==> src/rtl/nes_pad_reader_if.sv <==
// ----------------------------------------------------------------------------
// nes_pad_reader_if : pad-side serial lines plus host-side scan results
// Revision 1.0
// ----------------------------------------------------------------------------
`default_nettype none

interface nes_pad_reader_if;
  logic       poll_en;
  logic       ctrl_data;
  logic       ctrl_latch;
  logic       ctrl_clk;
  logic [7:0] buttons;
  logic       valid;
  logic       busy;

  modport master (
    input  poll_en, ctrl_data,
    output ctrl_latch, ctrl_clk, buttons, valid, busy
  );

  modport slave (
    output poll_en, ctrl_data,
    input  ctrl_latch, ctrl_clk, buttons, valid, busy
  );
endinterface

`default_nettype wire

==> src/rtl/nes_pad_reader.sv <==
// ----------------------------------------------------------------------------
// nes_pad_reader : free-running NES pad scanner, latched active-high buttons
// Revision 1.0
// ----------------------------------------------------------------------------
`default_nettype none

module nes_pad_reader #(
  parameter int CLK_DIV     = 150,
  parameter int POLL_PERIOD = 416667
) (
  input  logic             clk,
  input  logic             reset,
  nes_pad_reader_if.master bus
);

  localparam int PW = (CLK_DIV > 1) ? $clog2(CLK_DIV) : 1;
  localparam int IW = (POLL_PERIOD > 1) ? $clog2(POLL_PERIOD) : 1;
  localparam logic [PW-1:0] PHASE_LAST = PW'(CLK_DIV - 1);
  localparam logic [IW-1:0] IDLE_LAST  = IW'(POLL_PERIOD - 1);

  typedef enum logic [2:0] {
    IDLE  = 3'd0,
    LATCH = 3'd1,
    LOW   = 3'd2,
    HIGH  = 3'd3,
    DONE  = 3'd4
  } state_t;

  state_t        state;
  logic [PW-1:0] phase_cnt;
  logic [2:0]    bit_idx;
  logic [IW-1:0] idle_cnt;
  logic [7:0]    shift;
  logic          sync1;
  logic          sync2;
  logic          latch_q;
  logic          pclk_q;
  logic [7:0]    buttons_q;
  logic          valid_q;
  logic          busy_q;

  assign bus.ctrl_latch = latch_q;
  assign bus.ctrl_clk   = pclk_q;
  assign bus.buttons    = buttons_q;
  assign bus.valid      = valid_q;
  assign bus.busy       = busy_q;

  // Resets to 1 so an idle/unplugged line never looks like a pressed button.
  always_ff @(posedge clk or posedge reset) begin
    if (reset) begin
      sync1 <= 1'b1;
      sync2 <= 1'b1;
    end else begin
      sync1 <= bus.ctrl_data;
      sync2 <= sync1;
    end
  end

  always_ff @(posedge clk or posedge reset) begin
    if (reset) begin
      state     <= IDLE;
      phase_cnt <= '0;
      bit_idx   <= '0;
      idle_cnt  <= '0;
      shift     <= 8'hFF;
      latch_q   <= 1'b0;
      pclk_q    <= 1'b1;
      buttons_q <= 8'h00;
      valid_q   <= 1'b0;
      busy_q    <= 1'b0;
    end else begin
      valid_q <= 1'b0;
      unique case (state)
        IDLE: begin
          if (idle_cnt == IDLE_LAST) begin
            if (bus.poll_en) begin
              state     <= LATCH;
              idle_cnt  <= '0;
              phase_cnt <= '0;
              bit_idx   <= '0;
              latch_q   <= 1'b1;
              busy_q    <= 1'b1;
            end
          end else begin
            idle_cnt <= idle_cnt + 1'b1;
          end
        end

        // The latch pulse spans two ticks; bit_idx[0] marks the second one.
        LATCH: begin
          if (phase_cnt == PHASE_LAST) begin
            phase_cnt <= '0;
            if (bit_idx[0]) begin
              state   <= LOW;
              bit_idx <= '0;
              latch_q <= 1'b0;
              pclk_q  <= 1'b0;
            end else begin
              bit_idx <= 3'd1;
            end
          end else begin
            phase_cnt <= phase_cnt + 1'b1;
          end
        end

        LOW: begin
          if (phase_cnt == PHASE_LAST) begin
            phase_cnt      <= '0;
            shift[bit_idx] <= sync2;
            state          <= HIGH;
            pclk_q         <= 1'b1;
          end else begin
            phase_cnt <= phase_cnt + 1'b1;
          end
        end

        HIGH: begin
          if (phase_cnt == PHASE_LAST) begin
            phase_cnt <= '0;
            if (bit_idx == 3'd7) begin
              state     <= DONE;
              buttons_q <= ~shift;
              valid_q   <= 1'b1;
            end else begin
              bit_idx <= bit_idx + 1'b1;
              state   <= LOW;
              pclk_q  <= 1'b0;
            end
          end else begin
            phase_cnt <= phase_cnt + 1'b1;
          end
        end

        DONE: begin
          state    <= IDLE;
          idle_cnt <= '0;
          busy_q   <= 1'b0;
        end

        default: state <= IDLE;
      endcase
    end
  end

endmodule

`default_nettype wire

==> src/flat_wrapper.sv <==
// flat-port wrapper written by rule: the top's interface ports become plain ports
module nes_pad_reader_flat 
#(
  parameter int CLK_DIV     = 150,
  parameter int POLL_PERIOD = 416667
)
  (clk, reset, bus_poll_en, bus_ctrl_data, bus_ctrl_latch, bus_ctrl_clk, bus_buttons, bus_valid, bus_busy);
  nes_pad_reader_if bus_i ();
  input  logic clk;
  input  logic reset;
  input wire logic [$bits(bus_i.poll_en)-1:0] bus_poll_en;
  input wire logic [$bits(bus_i.ctrl_data)-1:0] bus_ctrl_data;
  output wire logic [$bits(bus_i.ctrl_latch)-1:0] bus_ctrl_latch;
  output wire logic [$bits(bus_i.ctrl_clk)-1:0] bus_ctrl_clk;
  output wire logic [$bits(bus_i.buttons)-1:0] bus_buttons;
  output wire logic [$bits(bus_i.valid)-1:0] bus_valid;
  output wire logic [$bits(bus_i.busy)-1:0] bus_busy;
  assign bus_i.poll_en = bus_poll_en;
  assign bus_i.ctrl_data = bus_ctrl_data;
  assign bus_ctrl_latch = bus_i.ctrl_latch;
  assign bus_ctrl_clk = bus_i.ctrl_clk;
  assign bus_buttons = bus_i.buttons;
  assign bus_valid = bus_i.valid;
  assign bus_busy = bus_i.busy;
  nes_pad_reader #(.CLK_DIV(CLK_DIV), .POLL_PERIOD(POLL_PERIOD)) u_core (.clk(clk), .reset(reset), .bus(bus_i));
endmodule
==> config.mk <==
export PLATFORM = sky130hd
export DESIGN_NAME = nes_pad_reader_flat
export DESIGN_NICKNAME = d
export VERILOG_FILES = /design/src/rtl/nes_pad_reader_if.sv /design/src/rtl/nes_pad_reader.sv /design/src/flat_wrapper.sv
export SDC_FILE = /design/constraint.sdc
export NUM_CORES = 1
export LEC_CHECK = 0
export ABC_CLOCK_PERIOD_IN_PS = 3100
export CAP_MARGIN = 20
export CORE_MARGIN = 2
export CORE_UTILIZATION = 55
export DETAILED_ROUTE_END_ITERATION = 8
export PLACE_DENSITY = 0.81
export SYNTH_ARGS = -nofsm -noshare
export SYNTH_HDL_FRONTEND = slang
export SYNTH_SLANG_ARGS = --single-unit
==> constraint.sdc <==
create_clock -name clk -period 3.1 [get_ports clk]
set_input_delay 0.62 -clock clk [delete_from_list [all_inputs] [get_ports clk]]
set_output_delay 0.62 -clock clk [all_outputs]
set_load 0.03 [all_outputs]
[Word level (Yosys, flattened, before mapping)]
Cells that the tools add are included.
Cells by class
  add/sub/neg operators: 3
  magnitude comparators: 2
  eq/ne operators: 15
  mux-type cells: 38
  bitwise operators: 1
  reductions and logical operators: 17
Operator list (count)
  $mux 19: 2
  $pmux 19 s2: 1
  $mux 3: 12
  $mux 8: 3
  $add 19x1->19 const B: 1
  $eq 19x19->1 const B: 1
  $reduce_and 6->1: 3
  $pmux 8 s2: 1
  $mux 1: 12
  $pmux 3 s4: 1
  $ne 2x1->1 const B: 5
  $pmux 3 s3: 1
  $reduce_and 3->1: 3
  $add 8x1->8 const B: 1
  $bwmux 8: 1
  $eq 8x8->1 const B: 1
  $not 8->8: 1
  $eq 3x2->1 const B: 2
  $eq 3x3->1 const B: 2
  $reduce_bool 2->1: 3
  $reduce_bool 3->1: 2
  $reduce_and 5->1: 1
  $lt 3x4->1 const B: 1
  $ne 2x2->1 const B: 2
  11 further kinds: 13
Word-level totals
  bits in registers: 55
  input port bits: 4
  output and inout port bits: 12

[Longest topological paths before layout]
Gate-level depths: netlist (run 1).
  depth after elaboration: 5
  depth in mapped cells: 8

[Least setup slack after synthesis (run 1)]
Ideal clock, no wire load.
  path type: reg-to-reg
  start: register u_core.idle_cnt[2]
  end: register u_core.bit_idx[1]
  setup time: 125 ps
  arrival time: 2063 ps
  data required time: 2975 ps
  setup slack: 912 ps
  cell stages (with the launch flop): 6
  path buffers: 0
  period minus slack after synthesis: 2188 ps
  cell sequence: dfrtp_1 > or4_4 > nor4_4 > a21oi_2 > a221oi_4 > mux2_4
Between the ends
  word-level cells in the longest chain between the ends: 3
Ends and longest elaborated chain
  start: declaration: RTL line nes_pad_reader.sv:32  | logic [IW-1:0] idle_cnt;
  start signal: assignment: RTL line nes_pad_reader.sv:85  | idle_cnt <= idle_cnt + 1'b1;
  $eq 19x19->1: RTL line nes_pad_reader.sv:75  | if (idle_cnt == IDLE_LAST) begin
  $ne 2x1->1 (no source line)
  $reduce_and 6->1 (no source line)
  end signal: assignment: RTL line nes_pad_reader.sv:125  | bit_idx <= bit_idx + 1'b1;
  end: declaration: RTL line nes_pad_reader.sv:31  | logic [2:0] bit_idx;
No other way between the ends.
A chain may end at the register's enable or synchronous reset.

[Worst setup path after layout (run 1)]
  start: register u_core.idle_cnt[2]
  end: register u_core.bit_idx[2]
The elaborated chain is that of the path after synthesis.

==> impl_results.md, run 1 <==
* Hold WC Path Type: reg2reg
* VDD IR-drop max at 0.000212 V
* 1st-pass router iterations at 4
* Total track usage at 20.7%
* Placed Area at 3020 um^2
* Htree depth at 2
* Drt drc at 0
* Final setup fails at 0
* CP peak stage delay at 0.57 ns
* Crit Path Category: reg2reg
* Prevailing post-synth register cell: dfrtp_1
* Net count after synthesis at 295
* Hold buffers post-CTS at 0
* Synth unique cells at 44
* Critical Path Fanout Max at 10
* Routed WL per cell at 14.3 um
* Placer Congestion at 0.890
* Synthesized instance count at 285
* Final Hold Fails at 0
* Gr ovfl total at 0
* Slowest CP cell: or4_4
* Final Cell Area at 3110 um^2
* Clk buf depth at 2
* RSZ-0062 raised after global routing: false
* Post-place setup slack at 0.677 ns
* Area Overhead vs Synth at 12.0%
* Syn avg cell area at 9.75 um^2
* Total number of vias at 2097
* Bufs and invs on worst path at 0
* Final nets at 313
* Clk pwr share at 36.1%
* Vias per cell at 5.65
* Area of the core at 4790 um^2
* Max Clk Rate at 428 MHz
* Final core occ at 65.0%
* Clock transition at path regs at 0.11 ns
* Share of layout cells above drive strength 1 at 14.5%
* #FFs+latches synth at 55
* Non-Filler Instances at 371
* First-pass GRT wire length at 8.83 mm
* Root buf cell: clkbuf_8
* Clk sinks at 55
* Routed WL at 5.29 mm
* Worst Skew at 0.00593 ns
* Largest net degree at the start of global routing at 56
* CTS tree: built
* Total die area at 5640 um^2
* Critical path, cell by cell: or4_4, nor4_4, a21oi_2, a221oi_4, mux2_4
* Status: finished clean
* I/O Pins at 16
* Detailed Route Iter0 Violations at 207
* Least-Margin Pin Slew at 0.693 ns
* CP required at 3.31 ns
* Post-synth EDFFs at 0
* Number of global-route vias before repair at 2028
* Cell Int Power at 892 uW
* FFs w/ async S/R, synth at 100%
* Width of the die at 75.1 um
* Post-Synthesis Cell Area at 2780 um^2
* Initial Util at 58.1%
* Crit share post-route at 75.4%
* Post-cts repair resize count at 0
* Crit. End Element: flip-flop
* Reg power frac at 62.3%
* Die Y at 75.1 um
* Sw Share at 23.0%
* Leakage power at 1.30 nW
* Final hold slack at 0.367 ns
* Startpoint types: flip-flop
* Antenna cells at 0
* Hpwl dp at 3.66 mm
* Setup_tns at 0 ns
* # port buffers at 15
* Relative slew slack at 53.3%
* Number of max-cap violations at 0
* Share of the yosys chip area belonging to registers at 50.0%
* Ys Warns at 0
* Initial antenna violation count at 0
* Final Critical Period at 2.34 ns
* Final Slew Violations at 0
* Final Worst Setup Slack at 0.764 ns
* # rows at 25
* Final ANT Viol Nets at 0
* Clock Latency Late Sink at 0.31 ns
* Psw at 267 uW
* Dpl cells at 363
* Delay-heaviest family, CP: simple AND/OR/NAND/NOR gates
* Logic pwr share at 1.6%
* CTS buffer count at 5
* Pwr Total at 1.16 mW
* Post-CTS Repair Setup Buffers at 0
* Power Density at 372 nW/um^2
* Crit path DAT at 2.54 ns
[worst paths after layout]
path                       cells past startpoint                  end          startpoint  slack (ns)
setup / recovery                               5    u_core.bit_idx[2]  u_core.idle_cnt[2]        0.76
hold / removal                                 0         u_core.sync2        u_core.sync1        0.37
setup reg to reg                               5    u_core.bit_idx[2]  u_core.idle_cnt[2]        0.76
hold reg to reg                                0         u_core.sync2        u_core.sync1        0.37
max in group asynchronous                      3  u_core.phase_cnt[3]               reset        1.86
min in group asynchronous                      3  u_core.idle_cnt[16]               reset        0.79
[cells by family after synthesis]
group	share of synthesized area, %
AND/OR/NAND/NOR	22.4
AO/OA/AOI/OAI	12.9
flip-flops	50.0
buffers and inverters	3.15
XOR/XNOR	4.10
multiplexers	4.68
adder cells (fa/ha/maj)	2.70
[power groups by stage]
stage	clock network [mW]	registers (mW)	logic [mW]
finish	0.419	0.722	0.0187
global placement	0	0.735	0.0198
detailed placement	0	0.735	0.0200
CTS	0.433	0.722	0.0199
floorplan	0	0.734	0.0109
global route	0.464	0.722	0.0222
[layout by cell type (no fill, tap or decap), types with 2 or more instances in the layout]
cell	netlist	final
a21o_1	4	4
a21oi_1	9	9
a31oi_1	2	2
and3_1	4	4
buf_4	0	5
clkbuf_8	0	5
clkdlybuf4s50_1	0	15
dfrtp_1	44	44
dfstp_2	11	11
ha_1	6	6
inv_1	14	13
mux2_2	8	8
mux2_4	2	2
nand2_1	27	27
nand2b_1	3	3
nand3_1	17	17
nand4_1	13	13
nor2_1	27	27
nor2b_1	4	4
nor3_1	7	7
nor4_1	5	5
nor4b_1	2	2
o21ai_0	26	26
o31ai_1	3	3
o41ai_1	3	3
or2_2	2	2
or3_1	4	4
xnor2_1	3	3
xor2_1	10	10
[synthesized netlist by cell type, types with 2 or more instances]
library cell,number,area (um^2)
dfrtp_1,44,1100
or2_2,2,12.5
nor4b_1,2,17.5
nand3_1,17,85.1
or3_1,4,25.0
xnor2_1,3,26.3
nor4_1,5,31.3
ha_1,6,75.1
a31oi_1,2,12.5
clkbuf_1,8,30.0
nor2b_1,4,25.0
nand2b_1,3,18.8
xor2_1,10,87.6
o41ai_1,3,26.3
nor3_1,7,35.0
a21o_1,4,30.0
o31ai_1,3,22.5
mux2_4,2,30.0
a21oi_1,9,45.0
nand2_1,27,101
dfstp_2,11,289
mux2_2,8,90.1
o21ai_0,26,130
and3_1,4,25.0
nor2_1,27,101
inv_1,14,52.6
nand4_1,13,81.3
[routing by layer]
metal	routed length (um)	track usage [%]	vias to the layer above	part of all wire, %
met5	0	0	-	0
met1	2400	25.8	996	45
met2	2630	34.8	37	50
li1	-	-	1054	-
met4	116	9.52	0	2.2
met3	146	4.15	10	2.8
[state kept, by name, indices dropped and copies added, names as in the netlist]
| register | count |
|---|---|
| u_core.bit_idx | 3 |
| u_core.bus.busy | 1 |
| u_core.bus.buttons | 8 |
| u_core.bus.ctrl_clk | 1 |
| u_core.bus.ctrl_latch | 1 |
| u_core.bus.valid | 1 |
| u_core.idle_cnt | 19 |
| u_core.phase_cnt | 8 |
| u_core.shift | 8 |
| u_core.state | 3 |
| u_core.sync1 | 1 |
| u_core.sync2 | 1 |
[layout make-up]
cell class                      instances  area, um^2
Clock buffer                            5        68.8
Timing Repair Buffer                   20         188
Tap cell                               67        83.8
Inverter                               14        52.6
Clock inverter                          3        27.5
Multi-Input combinational cell        207        1300
Fill cell                             380        1670
Sequential cell                        55        1390
Power figures use the tool's default switching activity.
==> run 2: changes to the inputs <==
--- a/config.mk
+++ b/config.mk
@@ -5,7 +5,7 @@
 export SDC_FILE = /design/constraint.sdc
 export NUM_CORES = 1
 export LEC_CHECK = 0
-export ABC_CLOCK_PERIOD_IN_PS = 3100
+export ABC_CLOCK_PERIOD_IN_PS = 2200
 export CAP_MARGIN = 20
 export CORE_MARGIN = 2
 export CORE_UTILIZATION = 55
==> constraint.sdc (replaced) <==
create_clock -name clk -period 2.2 [get_ports clk]
set_input_delay 0.44 -clock clk [delete_from_list [all_inputs] [get_ports clk]]
set_output_delay 0.44 -clock clk [all_outputs]
set_load 0.03 [all_outputs]
==> run 2 against run 1 <==
Fmax increased by 12%. Highest routed layer unchanged. Critical endpoint unchanged. Wire length increased by 3.4%. Sequential share of layout area decreased by 1.6 points. Combinational power increased by 59%. Clock skew increased by 0.0091 ns. Critical path depth unchanged. Setup slack got worse by 0.65 ns. Largest cell class unchanged.
==> impl_results.md, run 2 (synthesized netlist as in run 1, its figures left out) <==
* Status: finished clean
* Width of the die at 75.1 um (unchanged)
* Crit path DAT at 2.28 ns (-0.26 ns)
* Die Y at 75.1 um (unchanged)
* Number of global-route vias before repair at 2019 (-0.44%)
* Total die area at 5640 um^2 (unchanged)
* Final Slew Violations at 0 (unchanged)
* Placed Area at 3130 um^2 (+3.7%)
* Crit Path Category: reg2reg
* Initial Util at 58.1% (unchanged)
* Leakage power at 1.37 nW (+5.6%)
* Final Critical Period at 2.08 ns (-0.252 ns)
* # rows at 25 (unchanged)
* Max Clk Rate at 480 MHz (+12%)
* Area Overhead vs Synth at 16.1%
* Clk sinks at 55 (unchanged)
* Vias per cell at 5.69 (+0.67%)
* Detailed Route Iter0 Violations at 158 (-24%)
* Gr ovfl total at 0 (unchanged)
* I/O Pins at 16 (unchanged)
* Number of max-cap violations at 0 (unchanged)
* 1st-pass router iterations at 4 (unchanged)
* Final Hold Fails at 0 (unchanged)
* Clock transition at path regs at 0.10 ns (about the same)
* Relative slew slack at 64.7% (+11 points)
* Antenna cells at 0 (unchanged)
* Crit. End Element: flip-flop
* Power Density at 496 nW/um^2 (+33%)
* Total track usage at 21.6% (+0.89 points)
* # port buffers at 15 (unchanged)
* VDD IR-drop max at 0.000360 V (+70%)
* Final setup fails at 0 (unchanged)
* CTS tree: built
* Hpwl dp at 3.79 mm (+3.6%)
* Final Cell Area at 3230 um^2 (+3.7%)
* Final nets at 326 (+4.2%)
* Placer Congestion at 0.852 (-4.2%)
* Worst Skew at 0.0150 ns (+0.00907 ns)
* Routed WL per cell at 14.2 um (-0.12%)
* Routed WL at 5.47 mm (+3.4%)
* Hold WC Path Type: reg2reg
* First-pass GRT wire length at 9.28 mm (+5.2%)
* Root buf cell: clkbuf_8
* Clk buf depth at 2 (unchanged)
* Max FFs per register at 19 (unchanged)
* Share of layout cells above drive strength 1 at 18.3% (+3.8 points)
* Critical Path Fanout Max at 5 (-5)
* Largest register by flop count: u_core.idle_cnt
* Area of the core at 4790 um^2 (unchanged)
* CP required at 2.40 ns (-0.91 ns)
* Crit share post-route at 94.8% (+19 points)
* Startpoint types: flip-flop
* RSZ-0062 raised after global routing: false
* Clock Latency Late Sink at 0.31 ns (about the same)
* CTS buffer count at 5 (unchanged)
* Drt drc at 0 (unchanged)
* Commonest cells after routing, fill and taps aside: 44 x dfrtp_1, 27 x nor2_1, 27 x nand2_1, 26 x o21ai_0
* Htree depth at 2 (unchanged)
* Hold buffers post-CTS at 0 (unchanged)
* Largest net degree at the start of global routing at 56 (unchanged)
* Setup_tns at 0 ns (unchanged)
* Commonest non-fill, non-tap cell in the layout: dfrtp_1
* Final ANT Viol Nets at 0 (unchanged)
* Initial antenna violation count at 0 (unchanged)
* Total number of vias at 2185 (+4.2%)
* Least-Margin Pin Slew at 0.523 ns (-0.170 ns)
-- run 2: repair_timing --
item | CTS | global route
resized for setup | 0 | 2
setup endpoints to repair | 0 | 11
setup buffers | 0 | 0
-- run 2: where the power goes --
group	internal (mW)	switching, mW	leakage (nW)
sequential	1.01	0.00229	0.599
combinational	0.00889	0.0209	0.726
clock	0.229	0.325	0.0454
-- run 2: metal layers --
metal	global-route usage, %	routed length, um	share of wire (%)
met1	28.4	2430	44
met2	36.0	2740	50
met3	4.42	200	3.7
met4	7.34	105	1.9
met5	0	0	0
-- run 2: worst paths after layout --
path                                    start                   to  slack [ns]  depth (start not counted)
min                              u_core.sync1         u_core.sync2        0.36                          0
max in group asynchronous               reset  u_core.bus.ctrl_clk        1.42                          3
max reg2reg                u_core.idle_cnt[6]    u_core.bit_idx[2]        0.12                          5
max                        u_core.idle_cnt[6]    u_core.bit_idx[2]        0.12                          5
min reg2reg                      u_core.sync1         u_core.sync2        0.36                          0
min in group asynchronous               reset  u_core.idle_cnt[14]        0.49                          3
-- run 2: critical path, cell delays in order (launching register included) --
cell and delay [ns]:
dfrtp_1 0.43, or4_4 0.50, nor4_4 0.31, a21oi_2 0.13
a221oi_4 0.28, mux2_4 0.33
-- run 2: cell type report --
class,instances,area (um^2)
Multi-Input combinational cell,207,1310
Sequential cell,55,1390
Tap cell,67,83.8
Clock buffer,6,72.6
Clock inverter,2,17.5
Timing Repair Buffer,33,298
Fill cell,366,1560
Inverter,14,52.6
-- run 2: stage by stage --
| step | setup WS (ns) | utilization (%) | hold slack, ns | total power [mW] | instances |
|---|---|---|---|---|---|
| 5_1_grt | 0.00840 | 67.4 | 0.366 | 1.66 | 384 |
| 3_3_place_gp | 0.0645 | 65.3 | 0.346 | 1.07 | 376 |
| 4_1_cts | 0.0793 | 67.2 | 0.364 | 1.62 | 384 |
| 3_5_place_dp | 0.0259 | 65.3 | 0.349 | 1.07 | 376 |
| 2_1_floorplan | 0.0121 | - | 0.345 | 1.05 | 285 |
| 6_report | 0.115 | 67.4 | 0.363 | 1.60 | 384 |
==> run 3: changes to the inputs <==
--- a/config.mk
+++ b/config.mk
@@ -6,7 +6,7 @@
 export NUM_CORES = 1
 export LEC_CHECK = 0
 export ABC_CLOCK_PERIOD_IN_PS = 2200
-export CAP_MARGIN = 20
+export CAP_MARGIN = 5
 export CORE_MARGIN = 2
 export CORE_UTILIZATION = 55
 export DETAILED_ROUTE_END_ITERATION = 8
==> constraint.sdc (replaced) <==
create_clock -name clk -period 2.2 [get_ports clk]
set_input_delay 0.55 -clock clk [delete_from_list [all_inputs] [get_ports clk]]
set_output_delay 0.55 -clock clk [all_outputs]
set_load 0.03 [all_outputs]
==> run 3 against run 2 <==
Sequential cell count did not move. Register-to-register slack barely moved. Design area rose by 1.2%. Setup slack got worse by 0.0075 ns. First-iteration DRC count fell by 22%. Critical path type unchanged. Highest routed layer unchanged.
==> impl_results.md, run 3 (synthesized netlist as in run 1, its figures left out) <==
* Final Slew Violations at 0 (unchanged)
* CP required at 2.40 ns (about the same)
* Dpl cells at 380 (+1.1%)
* Max FFs per register at 19 (unchanged)
* RSZ-0062 raised after global routing: false
* Final Hold Fails at 0 (unchanged)
* Area of the core at 4790 um^2 (unchanged)
* Startpoint types: flip-flop
* Clk sinks at 55 (unchanged)
* Post-CTS Repair Setup Buffers at 0 (unchanged)
* Crit. End Element: flip-flop
* Htree depth at 2 (unchanged)
* Non-Filler Instances at 388 (+1.0%)
* Placer Congestion at 0.893 (+4.7%)
* First-pass GRT wire length at 9.34 mm (+0.67%)
* Drt drc at 0 (unchanged)
* Hold EP: u_core.sync2
* Largest net degree at the start of global routing at 23 (-59%)
* Status: finished clean
* Total track usage at 21.7% (+0.076 points)
* Slowest CP cell: or4_4
* Final ANT Viol Nets at 0 (unchanged)
* Setup_tns at 0 ns (unchanged)
* CP peak stage delay at 0.55 ns (+0.05 ns)
* I/O Pins at 16 (unchanged)
* Power Density at 501 nW/um^2 (+1.0%)
* Detailed Route Iter0 Violations at 124 (-22%)
* Hpwl dp at 3.92 mm (+3.4%)
* R2R depth at 5 (unchanged)
* Initial antenna violation count at 0 (unchanged)
* Gr ovfl total at 0 (unchanged)
* Final Critical Period at 2.09 ns (+0.00746 ns)
* Leakage power at 1.39 nW (+1.5%)
* Commonest cells after routing, fill and taps aside: 44 x dfrtp_1, 27 x nor2_1, 27 x nand2_1, 26 x o21ai_0, 21 x buf_4
* Die Y at 75.1 um (unchanged)
* Routed WL per cell at 14.0 um (-1.5%)
* VDD IR-drop max at 0.000355 V (-1.4%)
* Routed WL at 5.45 mm (-0.48%)
* Vias per cell at 5.62 (-1.3%)
* Final nets at 330 (+1.2%)
* Largest register by flop count: u_core.idle_cnt
* Critical R2R Launch: u_core.idle_cnt[2]
* Crit Path Category: reg2reg
* Final setup fails at 0 (unchanged)
* Clock Latency Late Sink at 0.31 ns (about the same)
* Hold path depth at 0 (unchanged)
* Width of the die at 75.1 um (unchanged)
* Share of layout cells above drive strength 1 at 19.6% (+1.3 points)
* Final hold slack at 0.363 ns (-0.0000300 ns)
* Crit path DAT at 2.30 ns (+0.02 ns)
* Clock transition at path regs at 0.10 ns (about the same)
* Number of global-route vias before repair at 2068 (+2.4%)
* Area Overhead vs Synth at 17.5%
* Total number of vias at 2180 (-0.23%)
* Relative slew slack at 62.6% (-2.2 points)
* Root buf cell: clkbuf_8
* Antenna cells at 0 (unchanged)
* # rows at 25 (unchanged)
* 1st-pass router iterations at 4 (unchanged)
* Initial Util at 58.1% (unchanged)
* Critical path, cell by cell: or4_4, nor4_4, a21oi_2, a221oi_4, mux2_4
* Reg-to-Reg End: u_core.bit_idx[1]
* Hold WC Path Type: reg2reg
* Hold buffers post-CTS at 0 (unchanged)
* Least-Margin Pin Slew at 0.556 ns (+0.0322 ns)
* Commonest non-fill, non-tap cell in the layout: dfrtp_1
* R2R setup slack at 0.11 ns (about the same)
* Crit share post-route at 95.1% (+0.34 points)
* # port buffers at 15 (unchanged)
* Worst Skew at 0.00971 ns (-0.00529 ns)
* Post-cts repair resize count at 0 (unchanged)
* CTS tree: built
* Total die area at 5640 um^2 (unchanged)
* Critical Path Fanout Max at 3 (-2)
* Clk buf depth at 2 (unchanged)
* CTS buffer count at 5 (unchanged)
* Hold_sp: u_core.sync1
* Final core occ at 68.2% (+0.81 points)
* Number of max-cap violations at 0 (unchanged)
* Max Clk Rate at 478 MHz (-0.36%)
## run 3: how the worst max path moves through the flow
stage,startpoint,to,slack (ns),cells after the start
5_1_grt,u_core.phase_cnt[1],u_core.bit_idx[0],0.002,7
2_1_floorplan,u_core.idle_cnt[2],u_core.bit_idx[2],0.01,5
4_1_cts,u_core.phase_cnt[1],u_core.bit_idx[1],0.06,6
6_report,u_core.idle_cnt[2],u_core.bit_idx[1],0.11,5
3_3_place_gp,bus_poll_en,u_core.bit_idx[1],-0.05,6
3_5_place_dp,bus_poll_en,u_core.bit_idx[1],-0.07,6
## run 3: metrics by stage
step / total power, mW / instance area, um^2 / setup slack, ns
floorplan: 1.05 / 2780 / 0.0121
global placement: 1.07 / 3160 / -0.0471
detailed placement: 1.07 / 3160 / -0.0735
CTS: 1.66 / 3250 / 0.0561
global route: 1.69 / 3270 / 0.00189
finish: 1.64 / 3270 / 0.108
## run 3: cell type report
type                    count  area [um^2]
clock buffers               6         82.6
well taps                  67         83.8
repair buffers             37          328
flip-flops and latches     55         1390
clock inverters             2         16.3
fillers                   369         1520
inverters                  14         52.6
multi-input cells         207         1310
## run 3: critical path: cells and delay by family, from the launching register on
kind            cells  cell delay (ns)
simple gates        2             0.87
mux                 1             0.33
flops               1             0.39
compound gates      2             0.40
## run 3: where the power goes
part,internal [mW],switching [mW],leakage [nW]
logic,0.0120,0.0222,0.745
registers,1.01,0.00235,0.599
clock network,0.257,0.328,0.0474
## run 3: per-layer routing
layer	track usage, %	wire (um)	up-vias	part of all wire (%)
li1	-	-	1086	-
met1	28.1	2500	1039	46
met2	36.0	2680	45	49
met3	4.42	166	10	3.0
met4	8.33	97	0	1.8
met5	0	0	-	0
